===== src/rtl/m_proc_mc_if.sv =====
// m_proc_mc_if: req/ack memory port shared by the instruction and data sides of m_proc_mc.
interface m_proc_mc_if;
    logic        req;
    logic        we;
    logic [31:0] addr;
    logic [31:0] wdata;
    logic        ack;
    logic [31:0] rdata;
    modport master (output req, we, addr, wdata, input ack, rdata);
    modport slave (input req, we, addr, wdata, output ack, rdata);
endinterface


===== src/rtl/m_proc_mc.sv =====
// m_proc_mc: multi-cycle RV32I-subset core (ADD/SUB/ADDI/LW/SW/BEQ/BNE/JAL/ECALL)
// with req/ack instruction and data ports, a retire counter and halt/trap reporting.
module m_proc_mc #(
    parameter int          XLEN     = 32,
    parameter int          NREGS    = 32,
    parameter logic [31:0] PC_RESET = 32'h0,
    parameter int          CNT_W    = 32
) (
    input  logic             clk,
    input  logic             rst_n,
    m_proc_mc_if.master      imem,
    m_proc_mc_if.master      dmem,
    output logic             halt,
    output logic             trap,
    output logic [CNT_W-1:0] retired
);
    if (XLEN != 32 || (NREGS != 32 && NREGS != 16)) begin : g_bad_cfg
        $error("m_proc_mc: XLEN must be 32 and NREGS must be 16 or 32");
    end

    typedef enum logic [2:0] {FETCH, EXEC, MEM, WB, HALT} state_t;
    localparam logic [5:0] NR = 6'(NREGS);

    state_t          state;
    logic [31:0]     pc, npc, ir, daddr;
    logic [XLEN-1:0] res, dwdata;
    logic [XLEN-1:0] rf [32];
    logic            ireq, dreq, dwe;

    logic [6:0]      op;
    logic [2:0]      f3;
    logic [4:0]      rd, rs1, rs2;
    logic            is_add, is_sub, is_addi, is_lw, is_sw, is_br, is_jal, is_ecall;
    logic            illegal, bad_reg, bad_addr, taken;
    logic [XLEN-1:0] a, b, imm, alu, ls_addr, target;

    assign imem.req   = ireq;
    assign imem.we    = 1'b0;
    assign imem.addr  = pc;
    assign imem.wdata = '0;
    assign dmem.req   = dreq;
    assign dmem.we    = dwe;
    assign dmem.addr  = daddr;
    assign dmem.wdata = dwdata;

    always_comb begin
        op       = ir[6:0];
        f3       = ir[14:12];
        rd       = ir[11:7];
        rs1      = ir[19:15];
        rs2      = ir[24:20];
        is_add   = op == 7'h33 && f3 == 3'b000 && ir[31:25] == 7'h00;
        is_sub   = op == 7'h33 && f3 == 3'b000 && ir[31:25] == 7'h20;
        is_addi  = op == 7'h13 && f3 == 3'b000;
        is_lw    = op == 7'h03 && f3 == 3'b010;
        is_sw    = op == 7'h23 && f3 == 3'b010;
        is_br    = op == 7'h63 && f3[2:1] == 2'b00;
        is_jal   = op == 7'h6f;
        is_ecall = ir == 32'h0000_0073;
        illegal  = !(is_add | is_sub | is_addi | is_lw | is_sw | is_br | is_jal | is_ecall);
        // only the register fields an instruction actually uses are range-checked
        bad_reg  = ((is_add | is_sub | is_addi | is_lw | is_sw | is_br) && {1'b0, rs1} >= NR)
                || ((is_add | is_sub | is_sw | is_br) && {1'b0, rs2} >= NR)
                || ((is_add | is_sub | is_addi | is_lw | is_jal) && {1'b0, rd} >= NR);
        a        = rf[rs1];
        b        = rf[rs2];
        imm      = is_sw  ? {{20{ir[31]}}, ir[31:25], ir[11:7]}
                 : is_br  ? {{20{ir[31]}}, ir[7], ir[30:25], ir[11:8], 1'b0}
                 : is_jal ? {{12{ir[31]}}, ir[19:12], ir[20], ir[30:21], 1'b0}
                 : {{20{ir[31]}}, ir[31:20]};
        alu      = is_sub ? a - b : a + (is_addi ? imm : b);
        ls_addr  = a + imm;
        target   = pc + imm;
        taken    = is_jal | (is_br & ((a == b) ^ f3[0]));
        bad_addr = (taken && target[1:0] != 2'b00) || ((is_lw | is_sw) && ls_addr[1:0] != 2'b00);
    end

    always_ff @(posedge clk or negedge rst_n) begin
        if (!rst_n) begin
            state   <= FETCH;
            pc      <= PC_RESET;
            npc     <= '0;
            ir      <= '0;
            res     <= '0;
            ireq    <= 1'b0;
            dreq    <= 1'b0;
            dwe     <= 1'b0;
            daddr   <= '0;
            dwdata  <= '0;
            halt    <= 1'b0;
            trap    <= 1'b0;
            retired <= '0;
            for (int i = 0; i < 32; i++) rf[i] <= '0;
        end else begin
            case (state)
                FETCH: begin
                    if (!ireq) ireq <= 1'b1;
                    else if (imem.ack) begin
                        ireq  <= 1'b0;
                        ir    <= imem.rdata;
                        state <= EXEC;
                    end
                end
                EXEC: begin
                    npc <= is_jal ? target : pc + 32'd4;
                    if (illegal || bad_reg || bad_addr) begin
                        state <= HALT;
                        halt  <= 1'b1;
                        trap  <= 1'b1;
                    end else if (is_ecall) begin
                        state   <= HALT;
                        halt    <= 1'b1;
                        retired <= retired + 1'b1;
                    end else if (is_lw | is_sw) begin
                        dreq   <= 1'b1;
                        dwe    <= is_sw;
                        daddr  <= ls_addr;
                        dwdata <= b;
                        state  <= MEM;
                    end else if (is_br) begin
                        pc      <= taken ? target : pc + 32'd4;
                        retired <= retired + 1'b1;
                        ireq    <= 1'b1;
                        state   <= FETCH;
                    end else begin
                        res   <= is_jal ? pc + 32'd4 : alu;
                        state <= WB;
                    end
                end
                MEM: begin
                    if (dmem.ack) begin
                        dreq <= 1'b0;
                        if (dwe) begin
                            pc      <= npc;
                            retired <= retired + 1'b1;
                            ireq    <= 1'b1;
                            state   <= FETCH;
                        end else begin
                            res   <= dmem.rdata;
                            state <= WB;
                        end
                    end
                end
                WB: begin
                    if (rd != 5'd0) rf[rd] <= res;
                    pc      <= npc;
                    retired <= retired + 1'b1;
                    ireq    <= 1'b1;
                    state   <= FETCH;
                end
                default: ;
            endcase
        end
    end
endmodule

===== src/flat_wrapper.sv =====
// flat-port wrapper written by rule: the top's interface ports become plain ports
module m_proc_mc_flat 
#(
    parameter int          XLEN     = 32,
    parameter int          NREGS    = 32,
    parameter logic [31:0] PC_RESET = 32'h0,
    parameter int          CNT_W    = 32
)
  (clk, rst_n, halt, trap, retired, imem_req, imem_we, imem_addr, imem_wdata, imem_ack, imem_rdata, dmem_req, dmem_we, dmem_addr, dmem_wdata, dmem_ack, dmem_rdata);
  m_proc_mc_if imem_i ();
  m_proc_mc_if dmem_i ();
  input  logic clk;
  input  logic rst_n;
  output logic halt;
  output logic trap;
  output logic [CNT_W-1:0] retired;
  output wire logic [$bits(imem_i.req)-1:0] imem_req;
  output wire logic [$bits(imem_i.we)-1:0] imem_we;
  output wire logic [$bits(imem_i.addr)-1:0] imem_addr;
  output wire logic [$bits(imem_i.wdata)-1:0] imem_wdata;
  input wire logic [$bits(imem_i.ack)-1:0] imem_ack;
  input wire logic [$bits(imem_i.rdata)-1:0] imem_rdata;
  output wire logic [$bits(dmem_i.req)-1:0] dmem_req;
  output wire logic [$bits(dmem_i.we)-1:0] dmem_we;
  output wire logic [$bits(dmem_i.addr)-1:0] dmem_addr;
  output wire logic [$bits(dmem_i.wdata)-1:0] dmem_wdata;
  input wire logic [$bits(dmem_i.ack)-1:0] dmem_ack;
  input wire logic [$bits(dmem_i.rdata)-1:0] dmem_rdata;
  assign imem_req = imem_i.req;
  assign imem_we = imem_i.we;
  assign imem_addr = imem_i.addr;
  assign imem_wdata = imem_i.wdata;
  assign imem_i.ack = imem_ack;
  assign imem_i.rdata = imem_rdata;
  assign dmem_req = dmem_i.req;
  assign dmem_we = dmem_i.we;
  assign dmem_addr = dmem_i.addr;
  assign dmem_wdata = dmem_i.wdata;
  assign dmem_i.ack = dmem_ack;
  assign dmem_i.rdata = dmem_rdata;
  m_proc_mc #(.XLEN(XLEN), .NREGS(NREGS), .PC_RESET(PC_RESET), .CNT_W(CNT_W)) u_core (.clk(clk), .rst_n(rst_n), .imem(imem_i), .dmem(dmem_i), .halt(halt), .trap(trap), .retired(retired));
endmodule

===== config.mk =====
export PLATFORM = sky130hd
export DESIGN_NAME = m_proc_mc_flat
export DESIGN_NICKNAME = d
export VERILOG_FILES = /design/src/rtl/m_proc_mc_if.sv /design/src/rtl/m_proc_mc.sv /design/src/flat_wrapper.sv
export SDC_FILE = /design/constraint.sdc
export NUM_CORES = 2
export LEC_CHECK = 0
export CAP_MARGIN = 20
export CORE_MARGIN = 3
export CORE_UTILIZATION = 45
export DETAILED_ROUTE_END_ITERATION = 8
export MAX_ROUTING_LAYER = met4
export PLACE_DENSITY_LB_ADDON = 0.3
export SYNTH_ARGS = -nofsm -noshare
export SYNTH_HDL_FRONTEND = slang
export SYNTH_SLANG_ARGS = --single-unit

===== constraint.sdc =====
create_clock -name clk -period 10.8 [get_ports clk]
set_input_delay 2.7 -clock clk [delete_from_list [all_inputs] [get_ports clk]]
set_output_delay 2.7 -clock clk [all_outputs]
set_load 0.01 [all_outputs]

==> results_dict.tcl <==
set metrics [dict create \
    drtIter0Drc 5539 \
    drive_above_1_share 0.381 \
    fmax_mhz 138 \
    grt_use_total 0.294 \
    dieArea_sq_um 164000 \
    yosys_warnings 0 \
    cp.arrival_ns 7.91 \
    post_cts_buffers 0 \
    tns_ns 0 \
    ys_types 76 \
    clk_pin_slew_ns 0.06 \
    layout_min_cycle_time_ns 7.24 \
    seq_area_frac_synth 0.438 \
    nNetsFinal 5572 \
    cp-start-kind "flop" \
    maxSlewViolCount 0 \
    syn_area_sq_um 71800 \
    dp_hpwl_mm 145 \
    grt_pass1_wl_mm 344 \
    ant_nets 0 \
    grt_pass1_vias 49000 \
    cts_tree "built" \
    wl_per_cell_um 31.1 \
    min_period_over_period 0.670 \
    clock_skew_ns 0.0308 \
    crit_fanout 66 \
    hp-class "flop to flop" \
    critical_path_class "flop to flop" \
    grt_overflow_total 0 \
    drt-total-wl_mm 234 \
    cts_resized 0 \
    netlist_instances 5408 \
    tightest_slew_ns 1.19 \
    synth_edf_count 0 \
    outcome "finished clean" \
    ios 234 \
    ys.flop_type "dfrtp_1" \
    yosys-top-cells-count "1256 x dfrtp_1, 1061 x mux2_2, 626 x mux4_2, 363 x clkbuf_1, 305 x nand2_1" \
    num_vias 49600 \
    grt_max_degree 159 \
    synth.area.top_cells "dfrtp_1 44%, mux4_2 20%, mux2_2 17%, ha_1 2.2%, clkbuf_1 1.9%" \
    ir_drop_v 0.000239 \
    gp_congestion 0.999 \
    yosysTopAreaCellShare 0.438 \
    cts.hold.buffers_added 0 \
    synth_most_common_cell "dfrtp_1" \
    clk_latency_ns 0.80 \
    cts_sinks 1256 \
    start_util 0.456 \
    syn2layout_area_growth_pct 11.8 \
    setup_violations 0 \
    dr.pass1.iters 6 \
    drc 0 \
    cp.required_ns 11.47 \
    worstSetupEndpointType "flop" \
    numCtsBuffers 137 \
    cap_violations 0 \
    rsz0062_at_grt "no" \
    r2r_slack_ns 3.56 \
    power.density_nw_per_um2 200 \
    port-buffer-count 200 \
    ys_seq_elements 1256 \
    die_w_um 405 \
    postLayoutCoreUtil 0.511 \
    finalHoldViolCount 0 \
    async_flop_share 1.00 \
    post_drt_via_cell_ratio 6.57 \
    core_area_sq_um 157000 \
    htree_levels 4 \
    syn_avg_cell_area_sq_um 13.3 \
    yosys.area.top_type "dfrtp_1" \
    p_leak_nw 35.9 \
    root_buffer "clkbuf_16" \
    die-height_um 405 \
    antenna_found_initial 4 \
    clock_path_buffers 3 \
    rows 145 \
    relSlewSlack 0.209 \
]
## cell families (layout without fill, tap and decap cells)
kind of cell / count (synthesis) / in the layout / share of synthesized area
muxes: 1760 / 1760 / 0.373
DFF: 1256 / 1256 / 0.438
and+or+nand+nor: 826 / 826 / 0.0533
AOI/OAI and AO/OA: 712 / 712 / 0.0611
buffers and inverters: 560 / 601 / 0.0317
xor gates and xnor gates: 160 / 160 / 0.0195
adders and majority gates: 133 / 133 / 0.0236
other: 1 / 37 / 0.0000522
## worst max-delay path, cell delays in order, from the launching register on
cell and delay [ns]:
dfrtp_4 1.10, buf_12 0.49, mux4_2 0.59, mux4_2 0.48, mux2i_1 0.67, ha_1 0.36
and3_1 0.22, and3_1 0.24, nand4_1 0.17, or3_1 0.54, or4_1 0.47, nand3_2 0.14
o31a_2 0.40, buf_4 0.59, mux2_1 0.38
## area by class of cell
class	instances	area, sq um
antenna	4	10.0
timing repair buffer	308	3070
clock buffer	196	3940
sequential	1256	31500
inverter	44	170
multi-input combinational	3624	38500
tap	2058	2570
fill	13100	77000
clock inverter	53	617
## stage by stage
stage	area (sq um)	std cells	power, mW	hold WS [ns]	setup slack, ns
after floorplan	71900	5440	9.29	0.433	5.12
after global placement	75600	7285	11.2	0.377	3.75
after detailed placement	75600	7285	11.2	0.382	3.68
after CTS	80200	7534	16.0	0.396	3.65
after global routing	80300	7542	16.7	0.402	3.25
final	80300	7543	16.0	0.395	3.56
## report_power, final
group	internal [mW]	switching (mW)	total, mW
clock network	2.76	2.06	4.82
logic	2.21	3.15	5.36
registers	4.98	0.875	5.85
total	9.94	6.09	16.0
## layer usage
layer  vias to the layer above  global-route usage  wire (um)  part of all wire
li1                      20400                   -          -                 -
met1                     26200               0.394      95100              0.41
met2                      2458               0.431     106000              0.45
met3                       566              0.0593      21000             0.089
met4                         0               0.140      12800             0.054
met5                         -                   -          0                 0
## state kept, by name, summed over array words and instances, names as in the netlist
name               cells
u_core.imem.addr      32
u_core.halt            1
u_core.dmem.req        1
u_core.dmem.wdata     32
u_core.state           3
u_core.imem.req        1
u_core.dmem.addr      32
u_core.trap            1
u_core.npc            32
u_core.ir             32
u_core.retired        32
u_core.dmem.we         1
u_core.res            32
u_core.rf           1024
## placed cells by master, fill, tap and decap left out, types with 10 or more instances in the layout
cell type        instances
clkdlybuf4s50_1        199
nor4_1                  19
xor2_1                  72
a21o_1                  58
and3_1                  26
o21ai_0                222
a22oi_1                 12
o21bai_1                14
ha_1                   129
xnor2_1                 88
clkbuf_1                31
mux4_2                 626
and4_1                  10
nand2b_1                23
buf_12                  14
dfrtp_1               1247
nand3_1                 70
a31oi_1                 31
a211oi_1                47
clkinv_2                27
inv_1                   43
and2_1                  26
nand2_1                296
nor2_1                 177
o31ai_1                 15
clkbuf_16              138
a21oi_1                185
o21a_1                  24
nor2_4                  19
or3_1                   13
mux2i_1                 68
o211ai_1                17
buf_4                   91
clkbuf_8                27
nor3_1                  50
mux2_2                1061
nand4_1                 28
nor2b_1                 20
conb_1                  33
## path summary, 6_finish.rpt
kind | start | endpoint | depth (start not counted)
min in group asynchronous | rst_n | u_core.rf[709] | 1
max in group asynchronous | rst_n | u_core.ir[23] | 3
worst min-delay path | u_core.rf[1004] | u_core.rf[1004] | 0
worst max register to register | u_core.ir[20] | u_core.res[19] | 14
worst min register to register | u_core.rf[1004] | u_core.rf[1004] | 0
worst max-delay path | u_core.ir[20] | u_core.res[19] | 14
No activity file was read; power rests on OpenSTA's default activity.
